`config.mk`:
```
export PLATFORM = sky130hd
export DESIGN_NAME = encoder_scan
export DESIGN_NICKNAME = d
export VERILOG_FILES = /design/src/rtl/encoder_scan_pkg.sv /design/src/rtl/encoder_scan_prio.sv /design/src/rtl/encoder_scan.sv
export SDC_FILE = /design/constraint.sdc
export NUM_CORES = 1
export LEC_CHECK = 0
export ABC_AREA = 1
export BUFFER_PORTS_ARGS = -buffer_cell sky130_fd_sc_hd__buf_2
export CAP_MARGIN = 20
export CORE_MARGIN = 4
export CORE_UTILIZATION = 47
export CTS_CLUSTER_SIZE = 30
export DETAILED_ROUTE_END_ITERATION = 16
export PLACE_DENSITY = 0.74
export SETUP_SLACK_MARGIN = 0.5
export SLEW_MARGIN = 5
export SYNTH_ARGS = -nofsm -noshare
export SYNTH_HDL_FRONTEND = slang
export SYNTH_SLANG_ARGS = --single-unit
```
`constraint.sdc`:
```
create_clock -name clk -period 1.2 [get_ports clk]
set_input_delay 0.18 -clock clk [delete_from_list [all_inputs] [get_ports clk]]
set_output_delay 0.18 -clock clk [all_outputs]
set_load 0.005 [all_outputs]
```
`src/rtl/encoder_scan_pkg.sv`:
```
// Shared definitions for the sequential set-bit scanner: FSM state encodings
// and a ceil(log2) helper for tools that lack $clog2.
package encoder_scan_pkg;

    typedef enum logic {
        ST_IDLE = 1'b0,
        ST_SCAN = 1'b1
    } state_t;

    function automatic int CLOG2(input int value);
        int r;
        r = 0;
        while ((1 << r) < value) r++;
        return r;
    endfunction

endpackage

```
`src/rtl/encoder_scan_prio.sv`:
```
// Combinational N-bit priority encoder: index of the lowest (or highest) set
// bit, plus flags for "any bit set" and "at most one bit set".
module prio_encoder_n
    import encoder_scan_pkg::*;
#(
    parameter int  N         = 8,
    parameter bit  LSB_FIRST = 1'b1,
    localparam int W         = CLOG2(N)
) (
    input  logic [N-1:0] vec,
    output logic [W-1:0] idx,
    output logic         any,
    output logic         single
);

    logic w_found;

    // NOTE: every variable written here gets a default first, so no path
    // leaves it unassigned and no latch is inferred.
    always_comb begin
        idx     = '0;
        w_found = 1'b0;
        for (int i = 0; i < N; i++) begin
            if (!w_found && vec[LSB_FIRST ? i : N - 1 - i]) begin
                idx     = W'(LSB_FIRST ? i : N - 1 - i);
                w_found = 1'b1;
            end
        end
    end

    assign any    = |vec;
    // Clearing the lowest set bit leaves zero exactly when popcount <= 1.
    assign single = ((vec & (vec - N'(1))) == '0);

endmodule

```
`src/rtl/encoder_scan.sv`:
```
// Accepts an N-bit request vector and replays the index of each set bit, one
// per output beat, in priority order; an all-zero vector yields one zero beat.
module encoder_scan
    import encoder_scan_pkg::*;
#(
    parameter int  N         = 8,
    parameter bit  LSB_FIRST = 1'b1,
    localparam int W         = $clog2(N)
) (
    input  logic         clk,
    input  logic         rst_n,
    input  logic         en,
    input  logic         in_valid,
    output logic         in_ready,
    input  logic [N-1:0] in_data,
    output logic         out_valid,
    input  logic         out_ready,
    output logic [W-1:0] out_idx,
    output logic         out_last,
    output logic         out_zero,
    output logic         busy
);

    state_t       r_state;
    logic [N-1:0] r_pend;
    logic         r_zflag;

    state_t       w_state_nxt;
    logic [N-1:0] w_pend_nxt;
    logic         w_zflag_nxt;

    logic [W-1:0] w_idx;
    logic         w_any;
    logic         w_single;
    logic         w_scan;
    logic         w_in_fire;
    logic         w_out_fire;

    prio_encoder_n #(
        .N         (N),
        .LSB_FIRST (LSB_FIRST)
    ) u_prio (
        .vec    (r_pend),
        .idx    (w_idx),
        .any    (w_any),
        .single (w_single)
    );

    // Outputs decode registers plus en/rst_n only; in_data, in_valid and
    // out_ready never reach an output combinationally.
    assign w_scan    = (r_state == ST_SCAN);
    assign in_ready  = en & rst_n & ~w_scan;
    assign out_valid = en & rst_n & w_scan;
    assign out_idx   = (w_scan && w_any) ? w_idx : '0;
    assign out_last  = w_scan & w_single;
    assign out_zero  = r_zflag;
    assign busy      = w_scan;

    assign w_in_fire  = in_valid & in_ready;
    assign w_out_fire = out_valid & out_ready;

    always_comb begin
        w_state_nxt = r_state;
        w_pend_nxt  = r_pend;
        w_zflag_nxt = r_zflag;
        case (r_state)
            ST_IDLE: begin
                if (w_in_fire) begin
                    w_pend_nxt  = in_data;
                    w_zflag_nxt = (in_data == '0);
                    w_state_nxt = ST_SCAN;
                end
            end
            ST_SCAN: begin
                if (w_out_fire) begin
                    w_pend_nxt = r_pend & ~(N'(1) << out_idx);
                    if (w_single) begin
                        w_state_nxt = ST_IDLE;
                        w_zflag_nxt = 1'b0;
                    end
                end
            end
        endcase
    end

    // NOTE: state registers use non-blocking assignments so every flop
    // samples the pre-edge values regardless of block evaluation order.
    always_ff @(posedge clk) begin
        if (!rst_n) begin
            r_state <= ST_IDLE;
            r_pend  <= '0;
            r_zflag <= 1'b0;
        end else begin
            r_state <= w_state_nxt;
            r_pend  <= w_pend_nxt;
            r_zflag <= w_zflag_nxt;
        end
    end

endmodule

```
==> results by group <==
Floorplan
  – # rows: 15
  – Top Ports: 21
  – Die height: 51.0 um
  – Starting density of the core: 49.7%
  – Die area: 2600 um2
  – Core Region: 1750 um2
  – Die Span X: 51.0 um

Yosys
  – Synth Instances: 146
  – Count of state elements after synthesis: 10
  – Syn_nets: 159
  – Yosys warns: 0
  – Post-synthesis sequential area ratio: 23.1%
  – Post-synth design cell area: 867 um2
  – Library cells used by synthesis: 22
  – Syn_area_per_cell: 5.94 um2

CTS
  – CTS max path bufs: 2
  – CTS sink cnt: 10
  – Clock transition at path regs: 0.07 ns
  – Skew-Pair Late Insertion Delay: 0.27 ns
  – CTS buffer count: 3
  – H-tree depth: 1
  – CTS tree: done
  – Clock root buffer: clkbuf_4
  – Hold-fix buffers, CTS: 0

Hold path
  – Worst min-delay path category: input port to flop

STA
  – Final worst slack: -0.461 ns
  – Final Hold Viols: 0
  – Setup violators final: 14
  – Slew @ Worst Pin: 0.444 ns
  – Tmin final: 1.66 ns
  – Fmax: 602 MHz
  – Setup Skew: 0.00315 ns
  – RSZ-0062 raised after global routing: true
  – Slew headroom: 70.1%
  – Final Cycle Share: 138%
  – Final Max Slew Viols: 0

Route
  – 1st-iter DRT viols: 28
  – DRT Pass-1 Iters: 5
  – Drt via density: 5.10
  – WL final: 2.83 mm
  – DRC: 0
  – Vias: 1148
  – Drt wl/cell: 12.6 um
  – Antenna viol nets, final: 0

Critical path
  – Critical R2R Launch: r_pend[1]
  – WP data arrival: 1.48 ns
  – CP startpoint: r_pend[1]
  – Crit end category: primary output
  – Critical path endpoint: out_idx[0]
  – Flop-to-flop setup slack: -0.41 ns
  – R2R cell count: 11
  – Required time worst endpoint: 1.02 ns
  – R2R Path End: r_pend[7]
  – Crit Path Max Fanout: 5
  – Startpoint types: flop
  – Critical path class: flop to primary output

Placed design
  – Cell Count Post-Placement: 206
  – GPL Wtd Cong: 1.04
  – Post-detail-place hpwl: 1.94 mm
  – PortBufs: 20

GRT
  – First-pass GRT wire length: 4.71 mm
  – Initial antenna violation count: 0
  – Pin count of the biggest net entering global routing: 10
  – Congestion Overflow GR: 0
  – Total track usage: 23.6%
  – Vias in the first global route: 1068

Cells and area
  – Antenna cells: 0
  – Most frequent cells in the layout: nand2_1, buf_4, inv_1
  – Finished Core Util: 80.1%
  – Share of post-route cells with drive strength above 1: 47.0%
  – Fin nets: 214
  – Fin cells: 225
  – Commonest non-fill, non-tap cell in the layout: nand2_1
  – Area grow syn2layout: 61.2%

Pwr
  – Cell Pwr Density: 949 nW/um2
  – Worst VDD drop: 0.666 mV
  – Leakage: 0.756 nW

Status
  – Violated checks: setup timing
  – Status: finished with violations

Job
  – Max Cap Violations: 0
[cell usage after synthesis]
master	n	area share [%]
inv_1	25	11
a21oi_1	18	10
nor4_1	2	1.4
inv_2	1	0.43
nand3_1	6	3.5
dlymetal6s2s_1	1	1.4
nor2_4	3	3.9
nor2_1	11	4.8
nor3_2	2	2.3
dfxtp_1	10	23
a31oi_1	1	0.72
o21bai_1	1	0.87
nand3_2	1	1.2
nand2_1	41	18
nand2_2	2	1.4
nand2_4	1	1.3
a21oi_4	1	1.9
nand4_1	7	5.1
inv_4	1	0.72
clkbuf_1	1	0.43
a211oi_2	1	1.4
o21ai_0	9	5.2
[timing repair]
item | 4_1_cts | 5_1_grt
gates resized for setup | 16 | 12
setup endpoints to repair | 18 | 18
pin swaps | 13 | 10
setup buffers | 13 | 2
[metrics by stage]
step / worst slack [ns] / TNS [ns] / total power, mW / area, um2 / hold slack [ns]
after floorplan: -0.0437 / -0.0738 / 0.668 / 900 / 0.301
after global placement: -0.156 / -1.25 / 0.820 / 1140 / 0.470
after detailed placement: -0.185 / -1.56 / 0.825 / 1140 / 0.474
after CTS: -0.443 / -3.76 / 1.28 / 1340 / 0.206
after global routing: -0.553 / -5.83 / 1.41 / 1400 / 0.223
final: -0.461 / -4.50 / 1.33 / 1400 / 0.207
[sequential cells by signal, indices dropped and copies added (netlist names)]
register and count:
r_pend 8, busy 1, out_zero 1
[cells by family (layout without fill, tap and decap cells)]
| group | Yosys count | count (layout) | share of synthesized area, % |
|---|---|---|---|
| AOI/OAI and AO/OA | 31 | 31 | 20.5 |
| DFF | 10 | 10 | 23.1 |
| and+or+nand+nor | 76 | 76 | 42.6 |
| buffers and inverters | 29 | 83 | 13.9 |
[area by class of cell]
cell class                      count  area, um2
Timing Repair Buffer               52        370
Multi-Input combinational cell    107        638
Clock buffer                        4       36.3
Tap cell                           25       31.3
Sequential cell                    10        213
Fill cell                         130        348
Inverter                           27        109
[routing by layer]
metal | up-vias | wire [um] | global-route usage (%)
met4 | 0 | 56 | 11.2
li1 | 581 | - | -
met1 | 519 | 1220 | 31.0
met2 | 41 | 1390 | 37.8
met5 | - | 0 | 0
met3 | 7 | 168 | 3.21
[worst min-delay path by stage]
stage / start / end / cells after the start
2_1_floorplan: rst_n / out_zero / 2
3_3_place_gp: out_zero / out_zero / 2
3_5_place_dp: out_zero / out_zero / 2
4_1_cts: in_data[4] / r_pend[4] / 3
5_1_grt: in_data[2] / r_pend[2] / 3
6_report: in_data[4] / r_pend[4] / 3
[report_power, final]
group	switching, mW	internal (mW)
logic	0.325	0.294
registers	0.0314	0.360
clock network	0.132	0.185
[worst max-delay path, stage by stage (launching register included)]
cell and delay [ns]:
dfxtp_4 0.36, nor2_4 0.18, nand2_4 0.09, nor2_4 0.16, nand2_2 0.10, nand3_4 0.09
nand2_2 0.07, inv_2 0.06, buf_6 0.08
No activity file was read; power rests on OpenSTA's default activity.
